===== src/rtl/axis_i2s_tx_if.sv =====
// AXI-Stream audio word channel: 32-bit data, last marks the right sample of a stereo pair.
interface axis_i2s_tx_if;
   logic [31:0] data;
   logic        valid;
   logic        ready;
   logic        last;

   modport master (output data, output valid, output last, input ready);
   modport slave  (input data, input valid, input last, output ready);
endinterface


===== src/rtl/axis_i2s_tx.sv =====
// AXIS stereo pairs to Philips I2S; one pair buffered, loaded at frame start (first MSB 2*BCLK_DIV clk after enable).
// Backpressure: ready low while a complete pair waits for the next frame; silence plus underrun pulse when none is waiting.
module axis_i2s_tx #(
   parameter int BCLK_DIV = 4
) (
   input  logic         clk,
   input  logic         reset,
   input  logic         enable,
   axis_i2s_tx_if.slave s_axis,
   output logic         i2s_bclk,
   output logic         i2s_lrck,
   output logic         i2s_sdata,
   output logic         underrun,
   output logic         desync
);
   localparam int DIV_W = (BCLK_DIV > 1) ? $clog2(BCLK_DIV) : 1;
   localparam logic [DIV_W-1:0] DIV_MAX = DIV_W'(BCLK_DIV - 1);

   typedef enum logic {WAIT_L, WAIT_R} state_t;

   state_t           state;
   logic [23:0]      pend_l;
   logic [23:0]      pend_r;
   logic             pending_full;
   logic [23:0]      tx_l;
   logic [23:0]      tx_r;
   logic [23:0]      next_l;
   logic [23:0]      next_r;
   logic [DIV_W-1:0] div_cnt;
   logic [5:0]       bit_cnt;
   logic [5:0]       next_bit;
   logic [4:0]       slot_idx;
   logic             hs;
   logic             wrap;
   logic             fall;
   logic             frame_load;
   logic             next_sd;
   logic             unused_hi;

   assign s_axis.ready = !reset && !pending_full;
   assign hs           = s_axis.valid && s_axis.ready;
   assign unused_hi    = ^s_axis.data[31:24];

   assign wrap       = (div_cnt == DIV_MAX);
   assign fall       = enable && wrap && i2s_bclk;
   assign next_bit   = bit_cnt + 6'd1;
   assign frame_load = fall && (next_bit == 6'd0);
   // Left and right slots share the same in-slot index: bits 0..23 and 32..55 both map to 23 - bit[4:0].
   assign slot_idx   = 5'd23 - next_bit[4:0];

   always_comb begin
      next_l = tx_l;
      next_r = tx_r;
      if (next_bit == 6'd0) begin
         next_l = pending_full ? pend_l : 24'd0;
         next_r = pending_full ? pend_r : 24'd0;
      end
      next_sd = 1'b0;
      if (next_bit[4:0] < 5'd24) begin
         next_sd = next_bit[5] ? next_r[slot_idx] : next_l[slot_idx];
      end
   end

   // Input pairing FSM; keeps running while the serializer is disabled.
   always_ff @(posedge clk) begin
      if (reset) begin
         state        <= WAIT_L;
         pend_l       <= '0;
         pend_r       <= '0;
         pending_full <= 1'b0;
         desync       <= 1'b0;
      end else begin
         desync <= 1'b0;
         if (frame_load && pending_full) begin
            pending_full <= 1'b0;
         end
         if (hs) begin
            case (state)
               WAIT_L: begin
                  if (s_axis.last) begin
                     desync <= 1'b1;
                  end else begin
                     pend_l <= s_axis.data[23:0];
                     state  <= WAIT_R;
                  end
               end
               WAIT_R: begin
                  if (s_axis.last) begin
                     pend_r       <= s_axis.data[23:0];
                     pending_full <= 1'b1;
                     state        <= WAIT_L;
                  end else begin
                     pend_l <= s_axis.data[23:0];
                     desync <= 1'b1;
                  end
               end
            endcase
         end
      end
   end

   // Serializer: everything advances on the BCLK falling edge; bit_cnt parks at 63 so the first fall loads a frame.
   always_ff @(posedge clk) begin
      if (reset || !enable) begin
         div_cnt   <= '0;
         i2s_bclk  <= 1'b0;
         i2s_lrck  <= 1'b0;
         i2s_sdata <= 1'b0;
         bit_cnt   <= 6'd63;
         tx_l      <= '0;
         tx_r      <= '0;
         underrun  <= 1'b0;
      end else begin
         underrun <= 1'b0;
         if (wrap) begin
            div_cnt  <= '0;
            i2s_bclk <= !i2s_bclk;
         end else begin
            div_cnt <= div_cnt + DIV_W'(1);
         end
         if (fall) begin
            bit_cnt   <= next_bit;
            tx_l      <= next_l;
            tx_r      <= next_r;
            i2s_lrck  <= (next_bit >= 6'd31) && (next_bit <= 6'd62);
            i2s_sdata <= next_sd;
            underrun  <= (next_bit == 6'd0) && !pending_full;
         end
      end
   end
endmodule


===== src/flat_wrapper.sv =====
// flat-port wrapper written by rule: the top's interface ports become plain ports
module axis_i2s_tx_flat 
#(
   parameter int BCLK_DIV = 4
)
  (clk, reset, enable, i2s_bclk, i2s_lrck, i2s_sdata, underrun, desync, s_axis_data, s_axis_valid, s_axis_last, s_axis_ready);
  axis_i2s_tx_if s_axis_i ();
  input  logic clk;
  input  logic reset;
  input  logic enable;
  output logic i2s_bclk;
  output logic i2s_lrck;
  output logic i2s_sdata;
  output logic underrun;
  output logic desync;
  input wire logic [$bits(s_axis_i.data)-1:0] s_axis_data;
  input wire logic [$bits(s_axis_i.valid)-1:0] s_axis_valid;
  input wire logic [$bits(s_axis_i.last)-1:0] s_axis_last;
  output wire logic [$bits(s_axis_i.ready)-1:0] s_axis_ready;
  assign s_axis_i.data = s_axis_data;
  assign s_axis_i.valid = s_axis_valid;
  assign s_axis_i.last = s_axis_last;
  assign s_axis_ready = s_axis_i.ready;
  axis_i2s_tx #(.BCLK_DIV(BCLK_DIV)) u_core (.clk(clk), .reset(reset), .enable(enable), .s_axis(s_axis_i), .i2s_bclk(i2s_bclk), .i2s_lrck(i2s_lrck), .i2s_sdata(i2s_sdata), .underrun(underrun), .desync(desync));
endmodule

===== config.mk =====
export PLATFORM = sky130hd
export DESIGN_NAME = axis_i2s_tx_flat
export DESIGN_NICKNAME = d
export VERILOG_FILES = /design/src/rtl/axis_i2s_tx_if.sv /design/src/rtl/axis_i2s_tx.sv /design/src/flat_wrapper.sv
export SDC_FILE = /design/constraint.sdc
export NUM_CORES = 1
export LEC_CHECK = 0
export CORE_UTILIZATION = 38
export DETAILED_ROUTE_END_ITERATION = 8
export PLACE_DENSITY_LB_ADDON = 0.1
export SLEW_MARGIN = 40
export SYNTH_ARGS = -nofsm -noshare
export SYNTH_HDL_FRONTEND = slang
export SYNTH_SLANG_ARGS = --single-unit

===== constraint.sdc =====
create_clock -name clk -period 2.5 [get_ports clk]
set_input_delay 0.5 -clock clk [delete_from_list [all_inputs] [get_ports clk]]
set_output_delay 0.5 -clock clk [all_outputs]
set_load 0.02 [all_outputs]

==> impl_results.md <==
* Hold Path Cell Cnt at 1
* Syn nets at roughly 660
* CP dominant cell by count: buf_4
* Top cells by area, synth: dfxtp_1 45%, nand2_1 12%, a21oi_1 11%
* Critical path arrival at 2750 ps
* Routability Congestion at 0.796
* Fin. max-slew vios at 0
* Critical Setup Path Class: register to register
* Effective utilization at floorplan at 39.2%
* Worst Hold Endpoint: u_core.div_cnt[0]
* Static leakage at 2.04 nW
* Syn_area_per_cell at 8.02 um^2
* Crit. path cell count at 10
* Htree depth at 3
* Share of post-route cells with drive strength above 1 at 13.6%
* Crit share post-route at 101%
* Port buffer count at 34
* Slowest CP cell: o41a_2
* Hold_sp: u_core.div_cnt[0]
* Post-layout power at 3.41 mW
* Place WS at -56.5 ps
* R2R Setup Slk at -20 ps
* Hold_buf cts at 0
* GR met3 Demand/Resource at roughly 4.5%
* Via count at 4476
* Max-slew headroom at 62.3%
* Largest family of logic cells by synthesized area: simple AND/OR/NAND/NOR gates
* Post-placement cell count at between 800 and 900
* Vias in the first global route at 4120
* CP peak stage delay at 420 ps
* Synth Register Bits at 111
* Fmax achieved at 397 MHz
* Mapped Cells at 619
* Worst setup margin at -21.9 ps
* Largest net degree at the start of global routing at 54
* Post-synth top area share at 44.8%
* Post-synth EDFFs at 0
* DR WL/cell at about 16 um
* Placed inst area at 5650 um^2
* Chip height at around 120 um
* Design Area, Final at 5960 um^2
* Compound-Gate Fraction of Synth Area at between 20% and 30%
* Root buffer cell: clkbuf_16
* Worst IR drop on VDD at 0.000310 V
* Top cells by count, synth: 165 x nand2_1, 111 x dfxtp_1, 105 x a21oi_1
* Run status: complete, but fails checks
* Critical Path RT at between 2000 and 3000 ps
* YS warnings at 0
* Num CTS Buffers at 9
* Area growth syn-to-layout at 20.0%
* First-pass GRT wire length at 21300 um
* Hold Path Class: register to register
* Register area share after synthesis at 44.8%
* Fin nets at 701
* GRT Max-Usage Layer: met2
* Asr flop ratio synth at 0%
* Drt pass-1 iters at 5
* Total gr overflow at 0
* CP max FO at 7
* RSZ-0062 raised after global routing: true
* Simple-gate share of the synthesized area at 22.5%
* Antenna cells at 0
* CTS tree: built
* Final Skew at 10.2 ps
* TNS Setup at -21.9 ps
* Die width at 116 um
* Clock transition at path regs at 70 ps
* Post-DP HPWL at around 9300 um
* Multiplexer share of the synthesized area at under 10%
* Hold Fails Final Rpt at 0
* Starting DRT DRC Count at 333
* CP endpoint kind: register
* Clk Latency, worst-skew pair at around 360 ps
* Crit path buffers/inverters at 2
* CP top delay family: compound AO/OA/AOI/OAI gates
* Setup crit start kind: register
* All-Layer GR Usage at 20.8%
* Synthesized cell area at 4960 um^2
* XOR/XNOR Fraction of Synth Area at 1.76%
* Met1 Usage GRT at around 28%
* # rows at 41
* Post-synth top flop: dfxtp_1
* Worst R2R End: u_core.i2s_sdata
* Post-Layout Cell Count at 835
* DIE AREA at 13500 um^2
* Crit-path cells: ha_4, buf_4, xor2_1, o41a_2, buf_4, a221o_2, a21oi_1, o2111ai_1, o311ai_1, o211ai_1
* Core area at 12700 um^2
* Max cap viols at 0
* Final min period at 2520 ps
* Final wirelength at approximately 13000 um
* Failing checks: negative setup slack
* Vias per Instance at approximately 5.4
* Clock sinks at around 110
* Drt drc at 0
* Worst Tran Pin Value at 565 ps
* Adder and majority gate portion of the synthesized area at 1.26%
* Worst r2r src: u_core.bit_cnt[1]
* ANT nets after route at 0
* Top cell type by total area after synthesis: dfxtp_1
* Worst Reg-to-Reg Cells at 10
* Initial antenna violation count at 0
* Routing usage on met2 at around 33%
* PwrDens at 572 nW/um^2
* Unique masters post-synth at 62
* Final setup violating endpoints at 1
* Ports at 43
* Top-count cell post-synth: nand2_1
* CTS max path bufs at 2
==> state kept, by name (all words and copies together), names as in the netlist <==
signal	cells
u_core.i2s_lrck	1
u_core.div_cnt	2
u_core.tx_l	24
u_core.desync	1
u_core.pending_full	1
u_core.i2s_sdata	1
u_core.state	1
u_core.underrun	1
u_core.pend_r	24
u_core.pend_l	24
u_core.bit_cnt	6
u_core.i2s_bclk	1
u_core.tx_r	24
==> cells by family after synthesis <==
| logic type | count (synthesis) |
|---|---|
| AOI/OAI and AO/OA | 171 |
| xor gates and xnor gates | 10 |
| adders and majority gates | 5 |
| buffers and inverters | 57 |
| DFF | 111 |
| muxes | 5 |
| and+or+nand+nor | 260 |
==> power breakdown <==
part	total (mW)	internal [mW]	switching (mW)	leakage [nW]
Sequential	1.80	1.79	0.0158	0.897
Combinational	0.159	0.0720	0.0866	1.00
Clock	1.45	0.800	0.645	0.143
==> cell usage in the layout (no fill, tap or decap), types with 3 or more instances in the layout <==
cell type	Yosys	routed
ha_1	5	4
buf_4	2	42
a221oi_1	8	7
o211ai_1	4	4
dfxtp_1	111	108
nand3_1	62	62
a21o_2	3	3
xor2_1	3	3
a22oi_1	5	5
and3_1	3	3
clkbuf_16	0	9
mux2i_1	3	3
o21ai_0	4	4
nor2_1	12	11
a21oi_1	105	105
inv_1	5	5
clkdlybuf4s50_1	0	33
a31oi_1	6	6
a211o_1	4	4
a211oi_1	9	9
buf_12	0	4
nand2_1	165	165
xnor2_1	7	7
==> what timing repair did <==
item / in CTS / in global routing
endpoints found under the setup margin: 1 / 37
gates resized for setup: 0 / 2
buffers inserted: 0 / 2
pin swaps: 1 / 2
==> worst register-to-register path: cells and delay by family, from the launching register on <==
kind	cells	cell delay (ps)
compound gates	6	1400
xor+xnor	1	160
fa+ha+maj	1	170
buf+inv	2	320
flops	1	350
==> metrics by stage <==
step	hold slack, ps	utilization, %
finish	439	47.0
global route	468	47.0
CTS	451	46.9
detailed placement	441	44.6
global placement	414	44.6
floorplan	404	-
==> how the worst max path moves through the flow <==
| stage | start | to | slack (ps) |
|---|---|---|---|
| finish | u_core.bit_cnt[1] | u_core.i2s_sdata | -20 |
| global route | u_core.bit_cnt[0] | u_core.i2s_sdata | -170 |
| CTS | u_core.bit_cnt[1] | u_core.i2s_sdata | -30 |
| detailed placement | u_core.bit_cnt[1] | u_core.i2s_sdata | -60 |
| global placement | u_core.bit_cnt[1] | u_core.i2s_sdata | -9 |
| floorplan | u_core.bit_cnt[1] | u_core.i2s_sdata | 0.7 |
==> layout make-up <==
class                   count  area [um^2]
clock buffers              12          246
clock inverters             3         43.8
fillers                  1282         6720
inverters                   6         22.5
multi-input cells         451         2470
flip-flops and latches    111         2230
well taps                 172          215
repair buffers             80          731
==> layer usage <==
layer	wire, um	share of wire [%]
met1	6500	49
met2	6150	46
met3	479	3.6
met4	119	0.90
met5	0	0
(Power assumes the default switching activity.)
